## src/rtl/zxuno_option_bank_pkg.sv

```systemverilog
// rtl/zxuno_option_bank_pkg.sv - ZX-Uno option register addresses, build masks and value filter
package zxuno_option_bank_pkg;

  localparam logic [7:0] DEVOPTIONS = 8'h0E;
  localparam logic [7:0] DEVOPTS2   = 8'h0F;
  localparam logic [7:0] OPTLOCK    = 8'h0D;

  // Features compiled out of the build read back as fixed bits.
`ifdef ZXUNO_NO_RADASTAN
  localparam logic [15:0] BUILD_IMPLMASK = 16'h3FBF;
`else
  localparam logic [15:0] BUILD_IMPLMASK = 16'h3FFF;
`endif
  localparam logic [15:0] BUILD_FORCEVAL = 16'h8000;

  function automatic logic [7:0] opt_filter(input logic [7:0] v,
                                            input logic [7:0] impl,
                                            input logic [7:0] force_v);
    return (v & impl) | (force_v & ~impl);
  endfunction

endpackage

```

## src/rtl/zxuno_option_bank_option_reg_slot.sv

```systemverilog
// rtl/zxuno_option_bank_option_reg_slot.sv - one option register: staged value, active value, pending and change flags
module option_reg_slot
  import zxuno_option_bank_pkg::*;
#(
  parameter logic [7:0] IMPL  = 8'hFF,
  parameter logic [7:0] FORCE = 8'h00,
  parameter logic [7:0] RST   = 8'h00,
  parameter bit         DEFER = 1'b0
) (
  input  logic       clk,
  input  logic       rst_n,
  input  logic       wr_en,
  input  logic [7:0] wdata,
  input  logic       commit,
  output logic [7:0] stage,
  output logic [7:0] opt,
  output logic       pend,
  output logic       changed
);

  logic [7:0] wval;
  logic [7:0] stage_next;
  logic [7:0] opt_next;
  logic       pend_next;

  always_comb begin
    wval       = opt_filter(wdata, IMPL, FORCE);
    stage_next = wr_en ? wval : stage;
    opt_next   = opt;
    pend_next  = 1'b0;
    if (DEFER) begin
      // Commit applies the pre-edge stage, so a concurrent write stays pending.
      if (commit && pend) opt_next = stage;
      pend_next = wr_en | (pend & ~commit);
    end else if (wr_en) begin
      opt_next = wval;
    end
  end

  always_ff @(posedge clk) begin
    if (!rst_n) begin
      stage   <= opt_filter(RST, IMPL, FORCE);
      opt     <= opt_filter(RST, IMPL, FORCE);
      pend    <= 1'b0;
      changed <= 1'b0;
    end else begin
      stage   <= stage_next;
      opt     <= opt_next;
      pend    <= pend_next;
      changed <= (opt_next != opt);
    end
  end

endmodule

```

## src/rtl/zxuno_option_bank.sv

```systemverilog
// rtl/zxuno_option_bank.sv - bank of ZX-Uno option registers with masks, deferred commit and write lock
module zxuno_option_bank
  import zxuno_option_bank_pkg::*;
#(
  parameter int                NREGS     = 2,
  parameter logic [7:0]        BASEADDR  = DEVOPTIONS,
  parameter logic [7:0]        LOCKADDR  = OPTLOCK,
  parameter logic [NREGS*8-1:0] RSTVAL   = {NREGS{8'h00}},
  parameter logic [NREGS*8-1:0] IMPLMASK = {NREGS{8'hFF}},
  parameter logic [NREGS*8-1:0] FORCEVAL = {NREGS{8'h00}},
  parameter logic [NREGS-1:0]   DEFERMASK = {NREGS{1'b0}}
) (
  input  logic               clk,
  input  logic               rst_n,
  input  logic [7:0]         zxuno_addr,
  input  logic               zxuno_regrd,
  input  logic               zxuno_regwr,
  input  logic [7:0]         din,
  input  logic               commit,
  output logic [7:0]         dout,
  output logic               oe,
  output logic [NREGS*8-1:0] options,
  output logic [NREGS-1:0]   changed,
  output logic               pending,
  output logic               locked
);

  logic [7:0]       stage [NREGS];
  logic [NREGS-1:0] pend;
  logic [NREGS-1:0] wr_en;

  for (genvar g = 0; g < NREGS; g++) begin : g_slot
    assign wr_en[g] = zxuno_regwr && !locked && (zxuno_addr == 8'(BASEADDR + g));

    option_reg_slot #(
      .IMPL  (IMPLMASK[8*g +: 8]),
      .FORCE (FORCEVAL[8*g +: 8]),
      .RST   (RSTVAL[8*g +: 8]),
      .DEFER (DEFERMASK[g])
    ) u_slot (
      .clk     (clk),
      .rst_n   (rst_n),
      .wr_en   (wr_en[g]),
      .wdata   (din),
      .commit  (commit),
      .stage   (stage[g]),
      .opt     (options[8*g +: 8]),
      .pend    (pend[g]),
      .changed (changed[g])
    );
  end

  // Lock is sticky until reset; the pre-edge lock state gates same-cycle register writes.
  always_ff @(posedge clk) begin
    if (!rst_n) begin
      locked <= 1'b0;
    end else if (zxuno_regwr && (zxuno_addr == LOCKADDR) && din[0]) begin
      locked <= 1'b1;
    end
  end

  assign pending = |pend;

  always_comb begin
    oe   = 1'b0;
    dout = 8'hFF;
    if (zxuno_regrd) begin
      if (zxuno_addr == LOCKADDR) begin
        oe   = 1'b1;
        dout = {6'b0, pending, locked};
      end
      for (int i = 0; i < NREGS; i++) begin
        if (zxuno_addr == 8'(BASEADDR + i)) begin
          oe   = 1'b1;
          dout = stage[i];
        end
      end
    end
  end

endmodule
```

## config.mk

```make
export PLATFORM = sky130hd
export DESIGN_NAME = zxuno_option_bank
export DESIGN_NICKNAME = d
export VERILOG_FILES = /design/src/rtl/zxuno_option_bank_pkg.sv /design/src/rtl/zxuno_option_bank_option_reg_slot.sv /design/src/rtl/zxuno_option_bank.sv
export SDC_FILE = /design/constraint.sdc
export NUM_CORES = 1
export LEC_CHECK = 0
export ABC_AREA = 1
export BUFFER_PORTS_ARGS = -buffer_cell sky130_fd_sc_hd__clkbuf_2
export CORE_MARGIN = 2
export CORE_UTILIZATION = 30
export CTS_BUF_LIST = sky130_fd_sc_hd__clkbuf_16
export CTS_CLUSTER_DIAMETER = 30
export CTS_CLUSTER_SIZE = 12
export DETAILED_ROUTE_END_ITERATION = 8
export SYNTH_ARGS = -nofsm -noshare
export SYNTH_HDL_FRONTEND = slang
export SYNTH_SLANG_ARGS = --single-unit
```

## constraint.sdc

```tcl
create_clock -name clk -period 4 [get_ports clk]
set_clock_uncertainty 0.1 [all_clocks]
set_input_delay 0.6 -clock clk [delete_from_list [all_inputs] [get_ports clk]]
set_output_delay 0.6 -clock clk [all_outputs]
set_load 0.02 [all_outputs]
```

Word-level counts from Yosys, hierarchy flattened
Index checks and enable logic that the tools add are counted.
{ "totals": {"regBits": 35, "out_inout_bits": 29, "inputBits": 21, "word_cells": 28} }
{ "classes": {"reduce_logical": 6, "mux": 10, "n_eq_ne": 5} }
{ "ops": {"columns": ["cell", "n"], "rows": [
  ["two-way mux 8 bit", 6],
  ["equality test 8 x 4 -> 1 bit (second input constant)", 3],
  ["inequality test 8 bit", 2],
  ["logical AND 1 bit", 5],
  ["two-way mux 1 bit", 4],
  ["logical NOT 1 bit", 1]
]} }

Depth between registers and ports, before layout
Gate-level depths: netlist of the first run.
{ "depth": {"ltp_word": 5, "mapped_depth": 11, "depth_no_buf": 10} }

Modules after synthesis
From an unflattened synthesis of the first run, not the netlist that was laid out.
{ "hier_totals": {"hier_cells": 279, "hier_area_um2": 1848.0} }
{ "by_module_without_submodules": {"columns": ["mod", "seq_area_each_um2", "instances", "cells_each", "area_each_um2"], "rows": [
  ["option_reg_slot at g_slot[0].u_slot", 340.3, 1, 109, 773.2],
  ["option_reg_slot at g_slot[1].u_slot", 340.3, 1, 109, 763.2],
  ["zxuno_option_bank", 20.0, 1, 61, 311.5]
]} }

Worst setup path before layout of the first run
No wires, ideal clock.
{ "synth_timing": {"path_type": "input-to-output", "start": "input port zxuno_addr[5]", "end": "output port dout[1]", "path_buffers": 1, "t_arrival_ps": 1732, "cell_stages": 7, "t_required_ps": 3300, "setup_slack_ps": 1568, "path_cell_list": "nor2_2 > nand2_4 > nor2_8 > buf_12 > inv_4 > a31oi_4 > nand3_1"} }
{ "synth_via": {"elab_chain_len": 5, "word_cells_on_any_way": 7, "classes_between": "eq/ne (3); mux (4)"} }
{ "synth_lines": {"columns": ["item", "line_no", "source"], "rows": [
  ["start: declaration", "zxuno_option_bank.sv:15", "input logic [7:0] zxuno_addr,"],
  ["equality test 8 x 4 -> 1 bit", "zxuno_option_bank.sv:68", "if (zxuno_addr == LOCKADDR) begin"],
  ["two-way mux 8 bit", "zxuno_option_bank.sv:68", null],
  ["two-way mux 8 bit", "zxuno_option_bank.sv:73", "if (zxuno_addr == 8'(BASEADDR + i)) begin"],
  ["two-way mux 8 bit (*)", "zxuno_option_bank.sv:73", null],
  ["two-way mux 8 bit (*)", "zxuno_option_bank.sv:67", "if (zxuno_regrd) begin"],
  ["end: declaration", "zxuno_option_bank.sv:20", "output logic [7:0] dout,"]
]} }
Mark *: on every way between the ends. The rest lies on a longest branch, timed or not.

Final worst setup path of the first run
{ "layout_timing": {"start": "input port zxuno_addr[5]", "end": "output port dout[2]"} }
Same word-level chain as after synthesis.

==> results.py, run 1 <==
metrics = {
    "global_routing": {
        "grt_start_max_net_pins": 35,
        "global_route_wire_length_before_repair_mm": 8.293,
        "antenna_found_initial": 0,
        "vias_in_the_first_global_route": 1758,
        "track_usage_pct": 14.93,
        "grt_remaining_overflow": 0,
    },
    "floorplanning": {
        "die_w_um": 82.81,
        "std_cell_rows": 28,
        "die_h_um": 82.81,
        "pin_count": 50,
        "initial_utilization_pct": 31.28,
        "standard_cell_core_area_um2": 5956,
        "floorplan.die_area_um2": 6857,
    },
    "detailed_routing": {
        "detailed_route_iter0_violations": 110,
        "detailedRoute.firstPassIterationCount": 4,
        "postRouteAntennaNets": 0,
        "routed_via_count_divided_by_cell_count": 4.740,
        "drt-total-wl_mm": 4.901,
        "routed-via-count": 1839,
        "detail_route.wl_per_cell_um": 12.63,
        "drc_errors": 0,
    },
    "synthesis": {
        "post_synth.cell_area_avg_um2": 6.849,
        "synthCells": 272,
        "synth_area_leaders": "sky130_fd_sc_hd__dfxtp_1 38%, sky130_fd_sc_hd__nand2_1 17%, sky130_fd_sc_hd__nand4_1 11%",
        "yosysWarnings": 0,
        "yosys.area.top_type": "sky130_fd_sc_hd__dfxtp_1",
        "ys_seq_area_share_pct": 37.61,
        "synth_seq_cells": 35,
        "post_syn_nets": 293,
        "synthDistinctLibCells": 24,
        "synth_largest_type_area_fraction_pct": 37.61,
        "syn-cell-area_um2": 1863,
    },
    "cells_and_area": {
        "multiInputGateArea_um2": 915.9,
        "antennaDiodeCount": 0,
        "finalCoreUtilization_pct": 37.35,
        "num-fill-cells": 672,
        "drive_gt1_share_pct": 21.73,
        "fin_nets": 333,
        "regArea_um2": 700.7,
        "synthToLayoutAreaGrowth_pct": 19.41,
    },
    "clock_tree": {
        "clock_path_buffers": 2,
        "cts_num_sinks": 35,
        "cts_resized": 0,
        "cts_inserted_buffers": 5,
        "cts.repair_timing.setup_buffer_count": 0,
        "insertion_delay_of_the_later_clocked_pin_in_the_worst_skew_pair_ns": 0.28,
        "tritoncts": "built",
        "cts-root-buf": "sky130_fd_sc_hd__clkbuf_16",
        "cts-htree-levels": 2,
        "clock_transition_time_at_the_flip_flop_clock_pins_of_the_worst_setup_and_hold_paths_ns": 0.05,
        "cts_hold_buf": 0,
    },
    "setup_path": {
        "critical-path-top-delay-family": "simple AND/OR/NAND/NOR gates",
        "cpPeakStageDelay_ns": 0.36,
        "worst-endpoint-arrival_ns": 2.06,
        "worst-path-max-fanout": 26,
        "cell_by_cell_listing_of_the_critical_path": "clkbuf_2 -> nor2_2 -> nand2_4 -> nor2_8 -> inv_2 -> a31oi_4 -> nand3_1 -> clkbuf_2",
        "crit_top_cell": "sky130_fd_sc_hd__clkbuf_2",
        "timing.critical_path.to_type": "primary output",
        "cp_num_buf_inv": 3,
        "timing.critical_path.required_ns": 3.30,
        "critical_path_class": "in -> out",
        "worstSetupStartpointType": "input port",
        "timing.critical_path.slowest_stage_cell": "sky130_fd_sc_hd__a31oi_4",
    },
    "power_and_ir_drop": {
        "ir_worst_vdd_v": 0.0002089,
        "lkg_pwr_nw": 0.9889,
        "power.density_cell_area_nw_per_um2": 339.4,
    },
    "placed_design": {
        "number_of_buffer_cells_added_on_primary_ports": 47,
        "routabilityCongestion": 0.7337,
        "dpl.hpwl_mm": 3.349,
    },
    "worst_hold_path": {
        "min_path_type": "reg -> reg",
    },
    "timing": {
        "grt_setup_unrepaired": "false",
        "fin_crit_ns": 2.765,
        "finalMaxSlewViolations": 0,
        "tns_setup_ns": 0,
        "fmax_mhz": 361.7,
        "post-route-period-util_pct": 69.12,
        "setup_violations": 0,
        "max_slew.worst_pin.slew_ns": 0.9380,
        "worst_slew_margin_rel_pct": 37.08,
        "hold_violations": 0,
    },
    "run": {
        "drv_cap": 0,
    },
    "status": {
        "status": "finished clean",
    },
}
worst min-delay path, stage by stage (launching register included):
cell and delay (ns):
sky130_fd_sc_hd__dfxtp_1 0.30, sky130_fd_sc_hd__nand2_1 0.06, sky130_fd_sc_hd__a21oi_1 0.05
sequential cells by signal, summed over array words and instances (netlist names):
| name | count |
|---|---|
| g_slot.u_slot.changed | 2 |
| g_slot.u_slot.opt | 16 |
| g_slot.u_slot.stage | 16 |
| locked | 1 |
path summary, 6_finish.rpt:
| path | startpoint | slack, ns | cells past startpoint | endpoint |
|---|---|---|---|---|
| hold / removal | g_slot[0].u_slot.stage[6] | 0.36 | 2 | g_slot[0].u_slot.stage[6] |
| hold reg to reg | g_slot[0].u_slot.stage[6] | 0.36 | 2 | g_slot[0].u_slot.stage[6] |
| setup reg to reg | locked | 1.88 | 5 | g_slot[1].u_slot.stage[2] |
| setup / recovery | zxuno_addr[5] | 1.24 | 8 | dout[2] |
routing by layer:
layer  GRT usage [%]  vias up  routed length [um]
met1           19.45      835                2317
met3           3.678        2                 239
met2           23.53       37                2315
met4           6.259        0                  29
met5               0        -                   0
li1                -      965                   -
final cells by class:
cell class | count | area share (%)
repair buffers | 48 | 10.91
well taps | 75 | 4.218
clock buffers | 5 | 5.624
flip-flops and latches | 35 | 31.50
multi-input cells | 187 | 41.17
inverters | 35 | 6.018
clock inverters | 3 | 0.5624
synth_stat cells, drive strengths merged:
library cell,number
nand2,90
dfxtp,35
inv,34
a21oi,32
nand4,32
nor2,19
buf,12
nand3,9
clkbuf,3
a31oi,1
clkinv,1
conb,1
nor3,1
o21a,1
o221ai,1
metrics by stage:
step,area [um^2],instances,setup WS [ns],hold slack [ns],power (mW)
after floorplan,1863,272,1.568,0.3445,0.3800
after global placement,2087,380,1.201,0.3537,0.3970
after detailed placement,2087,380,1.191,0.3564,0.3982
after CTS,2225,388,1.189,0.3651,0.7661
after global routing,2225,388,1.100,0.3800,0.7861
final,2225,388,1.235,0.3612,0.7550
cells by family after synthesis:
kind of cell	Yosys count	synth area share, %
AND/OR/NAND/NOR	151	38.35
flip-flops	35	37.61
buffers and inverters	50	13.23
AO/OA/AOI/OAI	35	10.61
other	1	0.2013
power breakdown:
part / leakage, nW / total, mW / internal [mW] / switching (mW)
Clock: 0.0762 / 0.364 / 0.225 / 0.140
Combinational: 0.631 / 0.0411 / 0.0115 / 0.0296
Sequential: 0.282 / 0.350 / 0.349 / 0.000328
cells in the final DEF, fill, tap and decap left out:
| cell type | synthesis | final |
|---|---|---|
| sky130_fd_sc_hd__a21oi_1 | 32 | 32 |
| sky130_fd_sc_hd__inv_4 | 1 | 1 |
| sky130_fd_sc_hd__clkinv_2 | 0 | 1 |
| sky130_fd_sc_hd__nor2_2 | 3 | 3 |
| sky130_fd_sc_hd__nand4_1 | 32 | 32 |
| sky130_fd_sc_hd__buf_4 | 3 | 1 |
| sky130_fd_sc_hd__clkinv_1 | 1 | 1 |
| sky130_fd_sc_hd__o21a_1 | 1 | 1 |
| sky130_fd_sc_hd__nor2_8 | 2 | 2 |
| sky130_fd_sc_hd__nand3_1 | 9 | 9 |
| sky130_fd_sc_hd__nand2_4 | 1 | 1 |
| sky130_fd_sc_hd__clkbuf_2 | 0 | 47 |
| sky130_fd_sc_hd__inv_2 | 3 | 3 |
| sky130_fd_sc_hd__clkbuf_16 | 0 | 5 |
| sky130_fd_sc_hd__nor2_1 | 14 | 14 |
| sky130_fd_sc_hd__nor3_1 | 1 | 1 |
| sky130_fd_sc_hd__o221ai_1 | 1 | 1 |
| sky130_fd_sc_hd__nand2_1 | 86 | 86 |
| sky130_fd_sc_hd__dfxtp_1 | 35 | 35 |
| sky130_fd_sc_hd__a31oi_4 | 1 | 1 |
| sky130_fd_sc_hd__inv_1 | 30 | 32 |
| sky130_fd_sc_hd__conb_1 | 1 | 1 |
| sky130_fd_sc_hd__nand2_2 | 3 | 3 |
Note: power is estimated with default switching activity, not from simulation.
==> run 2, diff against run 1 <==
--- a/config.mk
+++ b/config.mk
@@ -5,7 +5,7 @@
 export SDC_FILE = /design/constraint.sdc
 export NUM_CORES = 1
 export LEC_CHECK = 0
-export ABC_AREA = 1
+export ABC_AREA = 0
 export BUFFER_PORTS_ARGS = -buffer_cell sky130_fd_sc_hd__clkbuf_2
 export CORE_MARGIN = 2
 export CORE_UTILIZATION = 30
==> constraint.sdc (replaced) <==
create_clock -name clk -period 2.49 [get_ports clk]
set_clock_uncertainty 0.1 [all_clocks]
set_input_delay 0.3735 -clock clk [delete_from_list [all_inputs] [get_ports clk]]
set_output_delay 0.3735 -clock clk [all_outputs]
set_load 0.02 [all_outputs]
==> run 2 against run 1 <==
Compared with the run above: power rose by 65%; final cell count fell by 33%; synthesized cell count fell by 44%; register-to-register slack got worse by 0.98 ns; combinational power rose by 100%; first-iteration DRC count fell by 51%; die area fell by 14%.
==> results.py, run 2 <==
metrics = {
    "status": {
        "status": "finished clean",
    },
    "timing": {
        "tns_setup_ns": 0,
        "grt_setup_unrepaired": "false",
        "setup_violations": 0,
        "hold_violations": 0,
        "post-route-period-util_pct": 84.27,
        "fin_crit_ns": 2.098,
        "finalMaxSlewViolations": 0,
        "fmax_mhz": 476.6,
    },
    "detailed_routing": {
        "postRouteAntennaNets": 0,
        "routed_via_count_divided_by_cell_count": 4.853,
        "drc_errors": 0,
        "drt-total-wl_mm": 3.676,
        "detail_route.wl_per_cell_um": 14.19,
        "routed-via-count": 1257,
        "detailed_route_iter0_violations": 54,
        "detailedRoute.firstPassIterationCount": 4,
    },
    "synthesis": {
        "synth_seq_cells": 35,
        "post_synth.cell_area_avg_um2": 10.53,
        "synth_largest_type_area_fraction_pct": 44.06,
        "synth.cells.most_frequent": "35 x sky130_fd_sc_hd__dfxtp_1, 32 x sky130_fd_sc_hd__a22o_1, 16 x sky130_fd_sc_hd__xor2_1",
        "syn-cell-area_um2": 1590,
        "post_syn_nets": 172,
        "synth-edff-count": 0,
        "ys_seq_area_share_pct": 44.06,
        "yosys.cell_count.top_type": "sky130_fd_sc_hd__dfxtp_1",
        "synthCells": 151,
        "synth_area_leaders": "sky130_fd_sc_hd__dfxtp_1 44%, sky130_fd_sc_hd__a22o_1 18%, sky130_fd_sc_hd__xor2_1 8.8%",
        "synth_top_flop_cell": "sky130_fd_sc_hd__dfxtp_1",
        "synth-async-reset-ratio_pct": 0,
        "synthDistinctLibCells": 27,
        "yosys.area.top_type": "sky130_fd_sc_hd__dfxtp_1",
        "yosysWarnings": 0,
    },
    "worst_hold_path": {
        "min_path_type": "in -> reg",
    },
    "setup_path": {
        "worstSetupStartpointType": "input port",
        "timing.critical_path.to_type": "primary output",
        "critical_path_class": "in -> out",
        "timing.critical_path.required_ns": 2.02,
        "worst-path-max-fanout": 9,
        "worst-endpoint-arrival_ns": 1.62,
    },
    "clock_tree": {
        "cts.repair_timing.setup_buffer_count": 0,
        "clock_path_buffers": 2,
        "clock_transition_time_at_the_flip_flop_clock_pins_of_the_worst_setup_and_hold_paths_ns": 0.05,
        "cts_hold_buf": 0,
        "cts-htree-levels": 2,
        "cts_num_sinks": 35,
        "cts_resized": 0,
        "cts_inserted_buffers": 5,
        "insertion_delay_of_the_later_clocked_pin_in_the_worst_skew_pair_ns": 0.28,
        "cts-root-buf": "sky130_fd_sc_hd__clkbuf_16",
        "tritoncts": "built",
    },
    "floorplanning": {
        "std_cell_rows": 26,
        "floorplan.die_area_um2": 5899,
        "die_w_um": 76.81,
        "standard_cell_core_area_um2": 5107,
        "initial_utilization_pct": 31.14,
        "pin_count": 50,
        "die_h_um": 76.81,
    },
    "placed_design": {
        "routabilityCongestion": 0.6667,
        "number_of_buffer_cells_added_on_primary_ports": 47,
        "dpl.hpwl_mm": 2.581,
    },
    "power_and_ir_drop": {
        "lkg_pwr_nw": 0.8392,
        "ir_worst_vdd_v": 0.0003549,
        "total_power_mw": 1.243,
        "power.density_cell_area_nw_per_um2": 631.7,
    },
    "global_routing": {
        "global_route_wire_length_before_repair_mm": 6.251,
        "grt_remaining_overflow": 0,
        "antenna_found_initial": 0,
        "met3_usage_pct": 4.588,
        "globalRouteMet1Util_pct": 15.75,
        "grt_start_max_net_pins": 18,
        "grt_use_met2_pct": 22.28,
        "vias_in_the_first_global_route": 1254,
        "grt.busiest_layer": "met2",
        "track_usage_pct": 13.49,
    },
    "cells_and_area": {
        "fin_nets": 209,
        "layout_top_registers": "g_slot.u_slot.opt (16), g_slot.u_slot.stage (16), g_slot.u_slot.changed (2)",
        "synthToLayoutAreaGrowth_pct": 23.76,
        "drive_gt1_share_pct": 33.86,
        "antennaDiodeCount": 0,
        "layout.cells.most_common": "sky130_fd_sc_hd__clkbuf_2",
        "mostFrequentLayoutCells": "47 x sky130_fd_sc_hd__clkbuf_2, 35 x sky130_fd_sc_hd__dfxtp_1, 32 x sky130_fd_sc_hd__a22o_1",
    },
    "run": {
        "drv_cap": 0,
    },
}
run 2: cells by family (layout without fill, tap and decap cells):
kind of cell,count (synthesis),count (layout),share of synthesized area [%]
XOR/XNOR,16,16,8.812
multiplexers,1,1,0.7081
buffers and inverters,22,60,7.553
flip-flops,35,35,44.06
AO/OA/AOI/OAI,46,46,26.44
other,1,1,0.2358
AND/OR/NAND/NOR,30,30,12.20
run 2: cell type report:
type	count	area [um^2]
fillers	540	3139
multi-input cells	94	769.5
flip-flops and latches	35	700.7
repair buffers	50	257.7
clock buffers	5	125.1
well taps	70	87.58
clock inverters	3	20.02
inverters	2	7.507
run 2: routing by layer:
metal	vias up	wire length [um]	share of wire [%]
li1	621	-	-
met1	597	1650	45
met2	33	1733	47
met3	6	220	6.0
met4	0	72	2.0
met5	-	0	0
run 2: final timing paths:
path,startpoint,endpoint,slack (ns),cells after the start
setup reg to reg,locked,g_slot[1].u_slot.opt[3],0.90,3
setup / recovery,zxuno_addr[4],oe,0.39,6
hold reg to reg,g_slot[1].u_slot.stage[6],g_slot[1].u_slot.stage[6],0.38,1
hold / removal,rst_n,locked,0.29,2
run 2: worst max-delay path, stage by stage:
cell and delay, ns:
sky130_fd_sc_hd__clkbuf_2 0.07, sky130_fd_sc_hd__nand4bb_1 0.46, sky130_fd_sc_hd__nor3_2 0.23, sky130_fd_sc_hd__buf_4 0.19, sky130_fd_sc_hd__o21a_1 0.13, sky130_fd_sc_hd__clkbuf_2 0.16
run 2: per-stage QoR:
step / setup WS [ns] / util (%) / cell area, um^2 / instances / hold slack, ns
global route: 0.2944 / 38.54 / 1968 / 259 / 0.2955
floorplan: 0.6459 / - / 1590 / 151 / 0.3432
global placement: 0.3959 / 35.69 / 1823 / 251 / 0.3587
detailed placement: 0.3873 / 35.69 / 1823 / 251 / 0.3669
CTS: 0.3833 / 38.54 / 1968 / 259 / 0.2795
finish: 0.3918 / 38.54 / 1968 / 259 / 0.2925
run 2: power by group:
group          leakage (nW)  switching [mW]  internal, mW
combinational         0.492          0.0535        0.0293
sequential            0.282        0.000525         0.561
clock                0.0658           0.231         0.368
